### src/rtl/mmio_port_bank.sv
// Memory-mapped bank of N_CH output channels with shadow/commit, a saturating write counter and error pulse.
// Define MMIO_PORT_BANK_TRACE_EN to print one trace line per accepted write (simulation only).
module mmio_port_bank #(
    parameter int                ADDR_W    = 32,
    parameter int                DATA_W    = 32,
    parameter int                OUT_W     = 16,
    parameter int                N_CH      = 4,
    parameter logic [ADDR_W-1:0] BASE_ADDR = 'h20,
    parameter int                STRIDE    = 4
) (
    input  logic                  clk,
    input  logic                  rst,
    input  logic [ADDR_W-1:0]     addr,
    input  logic [DATA_W-1:0]     wdata,
    input  logic                  we,
    input  logic                  re,
    output logic [DATA_W-1:0]     rdata,
    output logic                  rvalid,
    output logic [N_CH*OUT_W-1:0] ch_out,
    output logic [N_CH-1:0]       ch_upd,
    output logic                  err
);

    localparam int                SHIFT    = $clog2(STRIDE);
    localparam logic [ADDR_W-1:0] WIN      = ADDR_W'((N_CH + 2) * STRIDE);
    localparam logic [ADDR_W-1:0] ALIGN_M  = ADDR_W'(STRIDE - 1);
    localparam logic [ADDR_W-1:0] CTRL_REG = ADDR_W'(N_CH);
    localparam logic [ADDR_W-1:0] WCNT_REG = ADDR_W'(N_CH + 1);

    logic [OUT_W-1:0]  sh_q [N_CH];
    logic [OUT_W-1:0]  sh_d [N_CH];
    logic [OUT_W-1:0]  ch_q [N_CH];
    logic [OUT_W-1:0]  ch_d [N_CH];
    logic [N_CH-1:0]   dirty_q, dirty_d;
    logic              shen_q, shen_d;
    logic [15:0]       wcnt_q, wcnt_d;
    logic [N_CH-1:0]   upd_d;
    logic              err_d;
    logic [DATA_W-1:0] rd_d;

    logic [ADDR_W-1:0] offset;
    logic [ADDR_W-1:0] reg_num;
    logic              in_win, aligned, hit;
    logic [N_CH-1:0]   hit_ch;
    logic              is_ctrl, is_wcnt, commit;
    logic              unused_wdata;

    assign unused_wdata = ^wdata;

    // Address decode; offset is only meaningful when addr >= BASE_ADDR.
    assign offset  = addr - BASE_ADDR;
    assign reg_num = offset >> SHIFT;
    assign in_win  = (addr >= BASE_ADDR) && (offset < WIN);
    assign aligned = (offset & ALIGN_M) == '0;
    assign hit     = in_win && aligned;
    assign is_ctrl = hit && (reg_num == CTRL_REG);
    assign is_wcnt = hit && (reg_num == WCNT_REG);
    // Explicit COMMIT bit, or SHADOW falling 1->0, both flush the dirty channels.
    assign commit  = we && is_ctrl && (wdata[1] || (shen_q && !wdata[0]));

    always_comb begin
        for (int i = 0; i < N_CH; i++) begin
            hit_ch[i] = hit && (reg_num == ADDR_W'(i));
        end
    end

    always_comb begin
        sh_d    = sh_q;
        ch_d    = ch_q;
        dirty_d = dirty_q;
        shen_d  = shen_q;
        wcnt_d  = wcnt_q;
        upd_d   = '0;
        err_d   = in_win && !aligned && (we || re);
        if (we) begin
            for (int i = 0; i < N_CH; i++) begin
                if (hit_ch[i]) begin
                    sh_d[i] = wdata[OUT_W-1:0];
                    if (shen_q) begin
                        dirty_d[i] = 1'b1;
                    end else begin
                        ch_d[i]  = wdata[OUT_W-1:0];
                        upd_d[i] = 1'b1;
                    end
                    if (wcnt_q != 16'hFFFF) begin
                        wcnt_d = wcnt_q + 16'd1;
                    end
                end
            end
            if (is_ctrl) begin
                shen_d = wdata[0];
            end
            if (commit) begin
                for (int i = 0; i < N_CH; i++) begin
                    if (dirty_q[i]) begin
                        ch_d[i] = sh_q[i];
                    end
                end
                upd_d   = dirty_q;
                dirty_d = '0;
            end
            if (is_wcnt) begin
                wcnt_d = '0;
            end
        end
    end

    // Readback uses pre-write state so a same-cycle read/write sees the old value.
    always_comb begin
        rd_d = '0;
        for (int i = 0; i < N_CH; i++) begin
            if (hit_ch[i]) begin
                rd_d = DATA_W'(sh_q[i]);
            end
        end
        if (is_ctrl) begin
            rd_d = DATA_W'(shen_q);
        end
        if (is_wcnt) begin
            rd_d = DATA_W'(wcnt_q);
        end
    end

    always_ff @(posedge clk or posedge rst) begin
        if (rst) begin
            sh_q    <= '{default: '0};
            ch_q    <= '{default: '0};
            dirty_q <= '0;
            shen_q  <= 1'b0;
            wcnt_q  <= '0;
            ch_upd  <= '0;
            err     <= 1'b0;
            rvalid  <= 1'b0;
            rdata   <= '0;
        end else begin
            sh_q    <= sh_d;
            ch_q    <= ch_d;
            dirty_q <= dirty_d;
            shen_q  <= shen_d;
            wcnt_q  <= wcnt_d;
            ch_upd  <= upd_d;
            err     <= err_d;
            rvalid  <= re;
            rdata   <= re ? rd_d : '0;
        end
    end

    always_comb begin
        ch_out = '0;
        for (int i = 0; i < N_CH; i++) begin
            ch_out[i*OUT_W +: OUT_W] = ch_q[i];
        end
    end

`ifdef MMIO_PORT_BANK_TRACE_EN
    logic [N_CH*OUT_W-1:0] trace_ch;

    always_comb begin
        trace_ch = '0;
        for (int i = 0; i < N_CH; i++) begin
            trace_ch[i*OUT_W +: OUT_W] = ch_d[i];
        end
    end

    always @(posedge clk) begin
        if (!rst) begin
            if (we && hit) begin
                $display("%0t mmio_port_bank wr addr=%h wdata=%h reg=%s ch_out=%h", $time, addr, wdata,
                         is_ctrl ? "CTRL" : (is_wcnt ? "WCNT" : "CH"), trace_ch);
            end
            if (err_d) begin
                $display("%0t mmio_port_bank ERR addr=%h wdata=%h", $time, addr, wdata);
            end
        end
    end
`endif

endmodule
### config.mk
export PLATFORM = sky130hd
export DESIGN_NAME = mmio_port_bank
export DESIGN_NICKNAME = d
export VERILOG_FILES = /design/src/rtl/mmio_port_bank.sv
export SDC_FILE = /design/constraint.sdc
export NUM_CORES = 1
export LEC_CHECK = 0
export BUFFER_PORTS_ARGS = -buffer_cell sky130_fd_sc_hd__buf_2
export CAP_MARGIN = 25
export CORE_ASPECT_RATIO = 0.6
export CORE_MARGIN = 2
export CORE_UTILIZATION = 30
export DETAILED_ROUTE_END_ITERATION = 16
export HOLD_SLACK_MARGIN = 0.08
export SETUP_SLACK_MARGIN = 0.2
export SLEW_MARGIN = 5
export SYNTH_ARGS = -nofsm -noshare
export SYNTH_HDL_FRONTEND = slang
export SYNTH_SLANG_ARGS = --single-unit
### constraint.sdc
create_clock -name clk -period 7.1 [get_ports clk]
set_clock_uncertainty 0.05 [all_clocks]
set_input_delay 0.355 -clock clk [delete_from_list [all_inputs] [get_ports clk]]
set_output_delay 0.355 -clock clk [all_outputs]
set_load 0.01 [all_outputs]
==> results_dict.tcl <==
set metrics [dict create \
    ys_seq_area_share_pct 49.75 \
    dr.pass1.iters 5 \
    coreArea_sq_um 27870 \
    synth_area_sq_um 8602 \
    finalCriticalPeriod_ps 3919 \
    dp_cells 1316 \
    synthFlopType "dfrtp_1" \
    end_kind "flop" \
    slew_violations 0 \
    antenna_found_initial 2 \
    clk_pin_slew_ps 70 \
    drv_cap 0 \
    grt_usage_pct 18.93 \
    synthDistinctLibCells 63 \
    worstSetupStartpointType "primary input" \
    path_max_fanout 19 \
    synthAdderAreaFrac_pct 0.2909 \
    yosysWarnings 0 \
    cp.arrival_ps 4190 \
    ant_nets 0 \
    cts_root_buf "clkbuf_16" \
    cp_num_cells 11 \
    wire_per_inst_microns 20.69 \
    worst-path-buf-inv 3 \
    fillers 2808 \
    synth_edf_count 0 \
    synthCells 845 \
    synthArstFlopShare_pct 100.0 \
    status "finished, final reports clean" \
    ys_ff_latch 171 \
    slew_headroom_pct 29.97 \
    cp_slowest_cell "nand4_1" \
    nets 1041 \
    crit_path_start "addr[5]" \
    die_h_microns 135.2 \
    final.setup.tns_ps 0 \
    synth_top_family_by_area "compound AO/OA/AOI/OAI gates" \
    ir_drop_uv 164.5 \
    htree_levels 4 \
    cp_top_family "simple AND/OR/NAND/NOR gates" \
    portBuffers 137 \
    place_congestion 0.8864 \
    worstMarginPinSlew_ps 1050 \
    grt_max_degree 96 \
    rrSetupSlack_ps 3490 \
    die_x_microns 222.6 \
    drt_iter0_drc 809 \
    drive_above_1_share_pct 28.76 \
    vias 7288 \
    reg2reg_depth 9 \
    syn_avg_cell_area_sq_um 10.18 \
    area_growth_pct 19.51 \
    synth_mux_area_share_pct 12.57 \
    setup_viol 0 \
    hold_ws_ps 115.2 \
    via_per_inst 5.391 \
    drc_errors 0 \
    io_pins 170 \
    insertion_delay_ps 440 \
    cp_slowest_stage_delay_ps 730 \
    crit_path_end "rdata[15]" \
    numCtsBuffers 17 \
    crit_required_ps 7370 \
    rows 47 \
    cts_buffer_depth 2 \
    cts_tree "yes" \
    powerDensity_nw_per_um2 198.7 \
    grt_pass1_vias 7139 \
    hp-class "primary input to flop" \
    holdPathStages 2 \
    synth_compound_area_share_pct 16.42 \
    rsz0062_at_grt "false" \
    hpwl_microns 19560 \
    period_share_pct 55.20 \
    grt_pass1_wl_microns 43090 \
    wirelength_microns 27970 \
    r2r_end "ch_out[1]" \
    cts_resized 0 \
    instances_no_fill 1352 \
    cts.sinks 171 \
    timing.rr.start "shen_q" \
    die_area_sq_um 30090 \
    hold_viol 0 \
    mostFrequentLayoutCells "171 x dfrtp_1, 137 x buf_2, 81 x a21oi_1, 75 x inv_1, 61 x o22ai_1" \
    grt_overflow_total 0 \
    p_leak_uw 0.004946 \
    start_util_pct 30.86 \
    crit_chain "buf_2, inv_1, ha_1, and3b_1, a31oi_1, or4b_2, or4_1, nor4_4, buf_4, nand4_1, o21ai_0" \
    layout_commonest_cell "dfrtp_1" \
    fmax_mhz 255.1 \
    synth-simple-area-share_pct 13.50 \
    synth_xor_area_share_pct 0.2036 \
    worstSetupPathType "primary input to flop" \
]
cell type report:
type / count / area [sq um] / area share (%)
multi-input cells: 548 / 3764 / 36.61
diodes: 1 / 2.502 / 0.02434
well taps: 367 / 459.2 / 4.467
flip-flops and latches: 171 / 4279 / 41.63
clock buffers: 21 / 470.5 / 4.576
clock inverters: 11 / 135.1 / 1.315
repair buffers: 156 / 875.8 / 8.520
inverters: 77 / 294.0 / 2.860
cell usage after synthesis (2+ instances only):
cell type,number,share of area (%)
nand4_1,15,1.1
a21oi_1,81,4.7
o21ai_1,2,0.12
mux2_2,52,6.8
a2111oi_0,5,0.51
nand3_1,13,0.76
nor3_2,2,0.23
buf_4,16,1.4
or3b_1,2,0.20
inv_1,76,3.3
nor3b_1,2,0.17
o2111ai_1,2,0.20
o21ai_0,40,2.3
or2_2,22,1.6
mux2i_1,30,3.5
and4_1,4,0.41
nor3_1,29,1.7
nor4_1,9,0.65
and2_1,2,0.15
nor2_1,21,0.92
nand2b_1,8,0.58
o32ai_1,7,0.71
ha_1,2,0.29
and3_1,19,1.4
mux4_2,2,0.52
nand2_1,21,0.92
clkbuf_1,42,1.8
buf_6,2,0.26
mux2_4,10,1.7
a31oi_1,8,0.58
a22oi_1,2,0.17
or4_1,13,1.1
a211o_1,4,0.41
o22ai_1,61,4.4
dfrtp_1,171,50
buf_1,2,0.087
o31ai_1,14,1.2
or3_1,7,0.51
registers in the layout, summed over array words and instances, names as in the netlist:
| signal | cells |
|---|---|
| wcnt_q | 16 |
| dirty_q | 4 |
| ch_upd | 4 |
| err | 1 |
| sh_q | 64 |
| rvalid | 1 |
| ch_out | 64 |
| rdata | 16 |
| shen_q | 1 |
metrics by stage:
step	total power [uW]	util, %	setup slack [ps]	instance area [sq um]
2_1_floorplan	1055	-	2063	8658
6_report	2043	36.88	3181	10280
3_5_place_dp	1093	34.47	2761	9609
3_3_place_gp	1092	34.39	2808	9587
5_1_grt	2110	36.87	2954	10280
4_1_cts	2056	36.68	3200	10220
what timing repair did:
item / CTS / global route
setup endpoints to repair: 0 / 0
endpoints found under the hold margin: 1 / 0
hold buffers: 1 / 0
setup buffers: 0 / 0
report_power, final:
part	switching (uW)	leakage (uW)	internal (uW)
sequential	0.0875	0.00205	974
clock	415	0.000286	551
combinational	73.0	0.00261	29.7
total	488	0.00495	1550
cell families after synthesis:
logic type / Yosys count
compound gates: 236
simple gates: 198
flops: 171
buf+inv: 141
mux: 94
fa+ha+maj: 2
xor+xnor: 2
other cells: 1
how the worst min path moves through the flow:
| stage | to | start | slack (ps) |
|---|---|---|---|
| 6_report | err | addr[4] | 120 |
| 3_5_place_dp | dirty_q[2] | dirty_q[2] | 440 |
| 5_1_grt | err | addr[4] | 130 |
| 3_3_place_gp | dirty_q[0] | dirty_q[0] | 430 |
| 2_1_floorplan | rvalid | re | 340 |
| 4_1_cts | err | addr[4] | 90 |
metal layers:
metal	vias to the layer above	share of wire, %	track usage [%]
met3	36	9.6	7.547
met5	-	0.046	0
met2	298	40	25.56
met4	2	1.5	5.406
li1	3333	-	-
met1	3619	49	27.56
Power figures use the tool's default switching activity.
